`config.mk`:
```
export PLATFORM = sky130hd
export DESIGN_NAME = csr_spi_master
export DESIGN_NICKNAME = d
export VERILOG_FILES = /design/src/rtl/csr_spi_master.sv
export SDC_FILE = /design/constraint.sdc
export NUM_CORES = 1
export LEC_CHECK = 0
export CORE_MARGIN = 3
export CORE_UTILIZATION = 53
export DETAILED_ROUTE_END_ITERATION = 7
export PLACE_DENSITY = 0.82
export SLEW_MARGIN = 25
export SYNTH_ARGS = -nofsm -noshare
export SYNTH_HDL_FRONTEND = slang
export SYNTH_SLANG_ARGS = --single-unit
```
`constraint.sdc`:
```
create_clock -name clk -period 2.85 [get_ports clk]
set_input_delay 0.57 -clock clk [delete_from_list [all_inputs] [get_ports clk]]
set_output_delay 0.57 -clock clk [all_outputs]
set_load 0.02 [all_outputs]
```
`src/rtl/csr_spi_master.sv`:
```
// -----------------------------------------------------------------------------
// csr_spi_master
//
// SPI initiator for the caster CSR port. Turns single-register read/write
// requests into 16-bit mode-0 frames {rw, addr[6:0], data[7:0]}, MSB first.
// Every output is a flop; nothing on the SPI pins is combinational from an input.
//
// Parameters:
//   CLK_DIV  clk cycles per SCK half-period (>= 2)
//   CS_GAP   clk cycles of CS setup, CS hold and inter-frame gap (>= 1)
//
// Ports:
//   clk                      rising-edge clock
//   rst_n                    synchronous active-low reset
//   req_valid / req_ready    request handshake (accepted when both high)
//   req_write, req_addr,
//   req_wdata                request fields, captured at acceptance
//   rsp_valid                one-cycle completion pulse
//   rsp_rdata                last 8 MISO bits of the frame, held until next rsp
//   rsp_err                  readback mismatch, qualified by rsp_valid
//   busy                     inverse of req_ready
//   spi_cs, spi_sck,
//   spi_mosi, spi_miso       SPI pins (CS active low, SCK idles low)
//
// Optional feature macro: CSR_SPI_VERIFY_EN
//   When defined, every write is followed by an automatic readback frame to the
//   same address; rsp_valid fires only after the readback and rsp_err flags a
//   mismatch against the written data. When undefined, one frame per request
//   and rsp_err is tied low.
// -----------------------------------------------------------------------------
module csr_spi_master #(
    parameter int CLK_DIV = 4,
    parameter int CS_GAP  = 2
) (
    input  logic       clk,
    input  logic       rst_n,
    input  logic       req_valid,
    output logic       req_ready,
    input  logic       req_write,
    input  logic [6:0] req_addr,
    input  logic [7:0] req_wdata,
    output logic       rsp_valid,
    output logic [7:0] rsp_rdata,
    output logic       rsp_err,
    output logic       busy,
    output logic       spi_cs,
    output logic       spi_sck,
    output logic       spi_mosi,
    input  logic       spi_miso
);

    localparam int DIV_W = $clog2(CLK_DIV) + 1;
    localparam int GAP_W = $clog2(CS_GAP) + 1;
    localparam logic [DIV_W-1:0] DIV_LAST = DIV_W'(CLK_DIV - 1);
    localparam logic [GAP_W-1:0] GAP_LAST = GAP_W'(CS_GAP - 1);
    localparam logic [4:0]       BIT_LAST = 5'd15;

    typedef enum logic [2:0] {
        ST_IDLE  = 3'd0,
        ST_SETUP = 3'd1,
        ST_SHIFT = 3'd2,
        ST_HOLD  = 3'd3,
        ST_GAP   = 3'd4
    } state_t;

    state_t             state_r;
    state_t             state_nxt_s;
    logic [GAP_W-1:0]   gap_cnt_r;
    logic [DIV_W-1:0]   div_cnt_r;
    logic [4:0]         bit_cnt_r;
    logic               sck_r;          // also the low/high phase flag while shifting
    logic [14:0]        shift_out_r;    // bits still to send after the one on MOSI
    logic [7:0]         shift_in_r;
    logic               mosi_r;
    logic               cs_r;
    logic               req_ready_r;
    logic               busy_r;
    logic               rsp_valid_r;
    logic [7:0]         rsp_rdata_r;
    logic               rsp_err_r;

    logic               gap_last_s;
    logic               div_last_s;
    logic               bit_last_s;
    logic               accept_s;
    logic               bit_end_s;
    logic               rsp_fire_s;
    logic               chain_start_s;
    logic               chain_rd_s;
    logic               err_s;
    logic [14:0]        rdbk_frame_s;

`ifdef CSR_SPI_VERIFY_EN
    logic               wr_r;
    logic               rdbk_r;
    logic [6:0]         addr_r;
    logic [7:0]         wdata_r;

    // Captures the request so a readback frame can follow a write.
    always_ff @(posedge clk) begin
        if (!rst_n) begin
            wr_r    <= 1'b0;
            rdbk_r  <= 1'b0;
            addr_r  <= 7'd0;
            wdata_r <= 8'd0;
        end else if (accept_s) begin
            wr_r    <= req_write;
            rdbk_r  <= 1'b0;
            addr_r  <= req_addr;
            wdata_r <= req_wdata;
        end else if (chain_start_s) begin
            rdbk_r  <= 1'b1;
        end else begin
            rdbk_r  <= rdbk_r;
        end
    end

    // Readback control: chain after the write frame, compare on the readback.
    always_comb begin
        chain_rd_s   = wr_r && !rdbk_r;
        err_s        = rdbk_r && (shift_in_r != wdata_r);
        rdbk_frame_s = {addr_r, 8'h00};
    end
`else
    // Without readback every request is a single frame and never errors.
    always_comb begin
        chain_rd_s   = 1'b0;
        err_s        = 1'b0;
        rdbk_frame_s = 15'd0;
    end
`endif

    // Counter terminal counts and single-cycle event strobes.
    always_comb begin
        gap_last_s    = (gap_cnt_r == GAP_LAST);
        div_last_s    = (div_cnt_r == DIV_LAST);
        bit_last_s    = (bit_cnt_r == BIT_LAST);
        accept_s      = (state_r == ST_IDLE) && req_valid;
        bit_end_s     = (state_r == ST_SHIFT) && sck_r && div_last_s;
        rsp_fire_s    = (state_r == ST_HOLD) && gap_last_s && !chain_rd_s;
        chain_start_s = (state_r == ST_GAP) && gap_last_s && chain_rd_s;
    end

    // FSM state register.
    always_ff @(posedge clk) begin
        if (!rst_n) begin
            state_r <= ST_IDLE;
        end else begin
            state_r <= state_nxt_s;
        end
    end

    // FSM next-state logic.
    always_comb begin
        state_nxt_s = state_r;
        case (state_r)
            ST_IDLE: begin
                if (req_valid) state_nxt_s = ST_SETUP;
                else           state_nxt_s = ST_IDLE;
            end
            ST_SETUP: begin
                if (gap_last_s) state_nxt_s = ST_SHIFT;
                else            state_nxt_s = ST_SETUP;
            end
            ST_SHIFT: begin
                if (bit_end_s && bit_last_s) state_nxt_s = ST_HOLD;
                else                         state_nxt_s = ST_SHIFT;
            end
            ST_HOLD: begin
                if (gap_last_s) state_nxt_s = ST_GAP;
                else            state_nxt_s = ST_HOLD;
            end
            ST_GAP: begin
                if (gap_last_s && chain_rd_s) state_nxt_s = ST_SETUP;
                else if (gap_last_s)          state_nxt_s = ST_IDLE;
                else                          state_nxt_s = ST_GAP;
            end
            default: state_nxt_s = ST_IDLE;
        endcase
    end

    // Phase counters: CS setup/hold/gap timer and the SCK divider/bit counter.
    always_ff @(posedge clk) begin
        if (!rst_n) begin
            gap_cnt_r <= '0;
            div_cnt_r <= '0;
            bit_cnt_r <= 5'd0;
            sck_r     <= 1'b0;
        end else begin
            // Restart on every state change so the timer never wraps.
            if (state_nxt_s != state_r) begin
                gap_cnt_r <= '0;
            end else if ((state_r == ST_SETUP) || (state_r == ST_HOLD) || (state_r == ST_GAP)) begin
                gap_cnt_r <= gap_cnt_r + GAP_W'(1);
            end else begin
                gap_cnt_r <= '0;
            end

            if (state_r != ST_SHIFT) begin
                div_cnt_r <= '0;
                bit_cnt_r <= 5'd0;
                sck_r     <= 1'b0;
            end else if (div_last_s) begin
                div_cnt_r <= '0;
                sck_r     <= !sck_r;
                if (sck_r) bit_cnt_r <= bit_cnt_r + 5'd1;
                else       bit_cnt_r <= bit_cnt_r;
            end else begin
                div_cnt_r <= div_cnt_r + DIV_W'(1);
            end
        end
    end

    // Serial data: load the frame, advance MOSI at the start of each low phase,
    // sample MISO at the end of each high phase.
    always_ff @(posedge clk) begin
        if (!rst_n) begin
            mosi_r      <= 1'b0;
            shift_out_r <= 15'd0;
            shift_in_r  <= 8'd0;
        end else begin
            if (accept_s) begin
                mosi_r      <= req_write;
                shift_out_r <= {req_addr, (req_write ? req_wdata : 8'h00)};
            end else if (chain_start_s) begin
                mosi_r      <= 1'b0;
                shift_out_r <= rdbk_frame_s;
            end else if (bit_end_s && !bit_last_s) begin
                mosi_r      <= shift_out_r[14];
                shift_out_r <= {shift_out_r[13:0], 1'b0};
            end else if (rsp_fire_s) begin
                mosi_r      <= 1'b0;
            end else begin
                mosi_r      <= mosi_r;
            end

            if (bit_end_s) shift_in_r <= {shift_in_r[6:0], spi_miso};
            else           shift_in_r <= shift_in_r;
        end
    end

    // Registered status, chip select and response outputs.
    always_ff @(posedge clk) begin
        if (!rst_n) begin
            cs_r        <= 1'b1;
            req_ready_r <= 1'b1;
            busy_r      <= 1'b0;
            rsp_valid_r <= 1'b0;
            rsp_rdata_r <= 8'd0;
            rsp_err_r   <= 1'b0;
        end else begin
            cs_r        <= !((state_nxt_s == ST_SETUP) || (state_nxt_s == ST_SHIFT) ||
                             (state_nxt_s == ST_HOLD));
            req_ready_r <= (state_nxt_s == ST_IDLE);
            busy_r      <= (state_nxt_s != ST_IDLE);
            rsp_valid_r <= rsp_fire_s;
            if (rsp_fire_s) begin
                rsp_rdata_r <= shift_in_r;
                rsp_err_r   <= err_s;
            end else begin
                rsp_rdata_r <= rsp_rdata_r;
                rsp_err_r   <= rsp_err_r;
            end
        end
    end

    assign req_ready = req_ready_r;
    assign busy      = busy_r;
    assign rsp_valid = rsp_valid_r;
    assign rsp_rdata = rsp_rdata_r;
    assign rsp_err   = rsp_err_r;
    assign spi_cs    = cs_r;
    assign spi_sck   = sck_r;
    assign spi_mosi  = mosi_r;

endmodule

```
Word level (Yosys, flattened, before mapping). Cells that the tools add are included.

Register bits: 50. Input port bits: 20. Output and inout port bits: 15. Logic and storage cells: 64.

$add $sub $neg: 3. Eq/ne operators: 12. Muxes and demuxes: 12. Bitwise logic cells: 2. Reductions and logical operators: 22.

Operators with widths (count): two-way mux 15 bit (2); == test 3 x 2 -> 1 bit, second input constant (5); case mux 3 bit (5 select lines) (1); two-way mux 8 bit (1); == test 3 x 1 -> 1 bit, second input constant (2); logical AND 1 bit (6); zero test 3 bit (2); two-way mux 3 bit (2); nonzero test 3 bit (2); OR reduction 3 bit (2); adder 5 x 1 -> 5 bit, second input constant (1); == test 5 x 4 -> 1 bit, second input constant (1); two-way mux 1 bit (5); logical OR 1 bit (4); adder 3 x 1 -> 3 bit, second input constant (1); == test 3 bit, second input constant (1); zero test 1 bit (3); != test 3 x 2 -> 1 bit, second input constant (1); != test 3 bit (1); adder 2 x 1 -> 2 bit, second input constant (1); == test 2 x 1 -> 1 bit, second input constant (1); two-way mux 2 bit (1); NOT 1 bit (2); AND reduction 2 bit (1); 2 further kinds (2).

Longest topological paths before layout.
Depth in word-level cells: 10. Gate-level depth with buffers: 8. Depth with buffers taken out: 6.

Least setup slack after synthesis. Ideal clock, no wire load.

Kind: reg2reg. From: reg bit_cnt_r[0]. To: reg shift_out_r[10]. Library setup time: 132 ps. Arrival time: 1744 ps. Data required time: 2718 ps. Path slack: 974 ps. Stages on the path, launching flop included: 8. Buffers on the path: 1. Clock period less this slack: 1876 ps. Cell sequence: dfxtp_1 -> ha_1 -> and3_1 -> ha_1 -> nand3b_1 -> clkbuf_1 -> nor4_1 -> a211oi_2.

Word-level cells in the longest chain between the ends: 4.

Ends and longest elaborated chain: start: declaration (RTL line 70) `logic [4:0] bit_cnt_r;`; start signal: assignment (RTL line 206) `if (sck_r) bit_cnt_r <= bit_cnt_r + 5'd1;`; start signal: assignment (RTL line 207) `else bit_cnt_r <= bit_cnt_r;`; == test 5 x 4 -> 1 bit (RTL line 137) `bit_last_s = (bit_cnt_r == BIT_LAST);`; zero test 1 bit (RTL line 228) `end else if (bit_end_s && !bit_last_s) begin`; logical AND 1 bit (RTL line 228); nonzero test 2 bit (no source line); end signal: assignment (RTL line 224) `shift_out_r <= {req_addr, (req_write ? req_wdata : 8'h00)};`; end signal: assignment (RTL line 227) `shift_out_r <= rdbk_frame_s;`; end signal: assignment (RTL line 230) `shift_out_r <= {shift_out_r[13:0], 1'b0};`; end: declaration (RTL line 72) `logic [14:0] shift_out_r;`.

No other way between the ends. A chain may end at the register's enable or synchronous reset.

Final worst setup path.
From: reg bit_cnt_r[0]. To: reg shift_out_r[2].

Same word-level chain as after synthesis.

==> metrics.md <==
| Metric | Value |
|---|---|
| DIE HEIGHT | `72.0 um` |
| CTS Hold Bufs | `0` |
| Cells along the critical path | `ha_1 -> and3_1 -> ha_1 -> nand3b_1 -> nor4_1 -> a2111oi_2` |
| Yosys warnings | `0` |
| Yosys cell types | `47` |
| Hpwl dp | `slightly below 3000 um` |
| Worst min path class | `reg2reg` |
| Post-synth EDFFs | `0` |
| Top_reg_cell synth | `dfxtp_1` |
| Mean post-synth cell area | `9.28 um^2` |
| Relative slew slack | `40.9%` |
| Post-synth top area share | `43.3%` |
| Crit start category | `flop` |
| DR pass1 iterations | `4` |
| Drt drc | `0` |
| Ports | `35` |
| First-pass GRT wire length | `between 7000 and 8000 um` |
| Core ar. | `just over 4000 um^2` |
| # diodes | `0` |
| R2R depth | `6` |
| Width of the die | `72.0 um` |
| Slew Limit Fails | `0` |
| Share of cells above drive strength 1 | `14.9%` |
| Area Overhead vs Synth | `15.2%` |
| Fin crit share | `between 70 and 80%` |
| Post-Route WL | `about 4600 um` |
| Register area | `between 1000 and 1500 um^2` |
| Yosys reg bits | `50` |
| Reg-to-reg critical path endpoint | `shift_out_r[2]` |
| CTS tree | `built` |
| Mapped Area | `roughly 2300 um^2` |
| Fill cells | `~360` |
| Vias in the first global route | `approximately 1700` |
| CTS max path bufs | `2` |
| Post-CTS setup buffer count | `0` |
| FF-to-FF setup slack | `0.63 ns` |
| I/O Buffers | `33` |
| RSZ-0062 raised after global routing | `no` |
| Final setup vio count | `0` |
| Post-Syn Instances | `about 250` |
| Tot Pwr | `0.00130 W` |
| Die Area | `5190 um^2` |
| GRT Util Overall | `a little under a fifth` |
| Via Count | `around 1800` |
| Slowest stage delay, CP | `0.56 ns` |
| Critical path class | `reg2reg` |
| Synth top area cells | `dfxtp_1, a21oi_1, a2111oi_2` |
| Worst EP required | `3.02 ns` |
| Final min period | `between 2 and 2.5 ns` |
| Placer congestion estimate | `between 0.7 and 0.8` |
| Fin Setup TNS | `0 ns` |
| Critical Path End | `shift_out_r[2]` |
| Fin. Hold Viols | `0` |
| Final net count | `about 290` |
| CTS clk-pin slew, worst paths | `about 0.080 ns` |
| Number of DRC markers in iteration 0 | `approximately 150` |
| Worst-margin pin slew | `between 0.8 and 0.9 ns` |
| Status | `finished clean` |
| Number of core rows | `23` |
| Dpl cells | `about 310` |
| Cell area power density | `roughly 490 nW/um^2` |
| CTS Buf Count | `5` |
| Drt via density | `5.75` |
| Crit end category | `flop` |
| Peak supply drop | `~360 uV` |
| Number of max-cap violations | `0` |
| Htree depth | `2` |
| Largest net degree at the start of global routing | `30` |
| Post-DRT Antenna Nets | `0` |
| Post-synth top area cell | `dfxtp_1` |
| Reg2reg start | `bit_cnt_r[0]` |
| WL per Instance | `14.3 um` |
| Root Buffer | `clkbuf_8` |
| Multi-input gate area | `1140 um^2` |
| Overflow after GRT | `0` |
| Initial antenna violation count | `0` |
| Max Clock Freq | `approximately 450 MHz` |
| Critical path arrival | `~2.4 ns` |
| CTS resizes | `0` |
| Leakage | `approximately 0.86 nW` |
| Asr flop ratio synth | `0%` |
| Slowest CP cell | `nand3b_1` |
| CTS sink cnt | `50` |
| Later-pin clock latency in the skew report | `about 0.30 ns` |
| Synth Net Count | `approximately 270` |
| Crit-path max FO | `16` |
| Crit path top cell by count | `ha_1` |
| Initial Util | `between 50% and 60%` |
| Clk_skew | `0.00460 ns` |
| Critical Path Source | `bit_cnt_r[0]` |
| Non-filler instance count after layout | `between 300 and 400` |
| Sequential share of the synthesized area | `approximately 43%` |
[how the worst min path moves through the flow]
stage / start / end / slack (ns) / cells after the start
2_1_floorplan: gap_cnt_r[0] / gap_cnt_r[0] / 0.40 / 1
3_3_place_gp: gap_cnt_r[0] / gap_cnt_r[0] / 0.41 / 1
3_5_place_dp: gap_cnt_r[0] / gap_cnt_r[0] / 0.41 / 1
4_1_cts: gap_cnt_r[0] / gap_cnt_r[0] / 0.43 / 1
5_1_grt: gap_cnt_r[0] / gap_cnt_r[0] / 0.44 / 1
6_report: gap_cnt_r[0] / gap_cnt_r[0] / 0.42 / 1
[metal layers]
metal / global-route usage, % / vias up / part of all wire, %
li1: - / 926 / -
met1: 26.2 / 860 / 49
met2: 28.4 / 39 / 45
met3: 3.74 / 5 / 4.3
met4: 8.77 / 0 / 1.6
met5: 0 / - / 0
[power breakdown]
part	switching, W	internal, W	total (W)	leakage (nW)
logic	0.0000824	0.0000756	0.000158	0.411
registers	0.0000191	0.000725	0.000744	0.408
clock network	0.000224	0.000169	0.000393	0.0373
[final cells by class]
class	count	area share, %
flip-flops and latches	50	37.6
repair buffers	37	13.5
multi-input cells	169	42.8
well taps	50	2.35
inverters	5	0.706
clock buffers	6	2.73
clock inverters	1	0.282
[critical path, delay by kind of cell (launching register included)]
| kind | cells | cell delay, ns |
|---|---|---|
| and+or+nand+nor | 3 | 1.24 |
| DFF | 1 | 0.34 |
| adders and majority gates | 2 | 0.41 |
| AOI/OAI and AO/OA | 1 | 0.09 |
[flip-flops by register name, summed over array words and instances (netlist names)]
signal       cells
shift_out_r     15
state_r          3
rsp_rdata        8
req_ready        1
spi_mosi         1
shift_in_r       8
div_cnt_r        3
busy             1
spi_sck          1
gap_cnt_r        2
rsp_valid        1
bit_cnt_r        5
spi_cs           1
[cell usage after synthesis, types with 3 or more instances]
master     instances
o21ai_1            8
a21oi_1           28
nand2b_1           3
o21ai_2            8
a2111oi_2          6
nor2_1            20
inv_1              4
clkbuf_1           7
a211oi_2           6
buf_2              9
nor4_1            12
nand2_1           20
ha_1               5
buf_6              6
nand3_1           12
nor3_1             3
buf_4              3
dfxtp_1           50
[stage by stage]
step	area (um^2)	setup slack [ns]	util, %	hold slack (ns)
global route	2660	0.434	64.6	0.444
CTS	2660	0.645	64.6	0.426
global placement	2580	0.459	62.7	0.408
floorplan	2310	0.974	-	0.397
finish	2660	0.630	64.6	0.420
detailed placement	2580	0.457	62.7	0.414
[cell usage in the layout, fill, tap and decap left out, drive strengths merged, types with 2 or more instances in the layout]
cell and n:
a21oi 30, buf 4, clkdlybuf4s50 33, nor2b 2, clkbuf 6, or4b 2
a2111oi 6, inv 5, ha 5, a41oi 2, nor3b 3, o211ai 2
or3b 2, xor2 2, xnor2 2, dfxtp 50, o21ai 18, nand2b 3
nand2 21, nand3 13, nor2 20, a211oi 7, nor3 3, nor4 14
[cells by family (layout without fill, tap and decap cells)]
logic type      after synthesis  after routing  share of synthesized area, %
simple gates                 90             90                          21.8
compound gates               69             69                          22.6
flops                        50             50                          43.3
buf+inv                      30             49                          7.80
fa+ha+maj                     5              5                          2.71
xor+xnor                      4              4                          1.52
other cells                   1              1                         0.162
No activity file was read; power rests on OpenSTA's default activity.
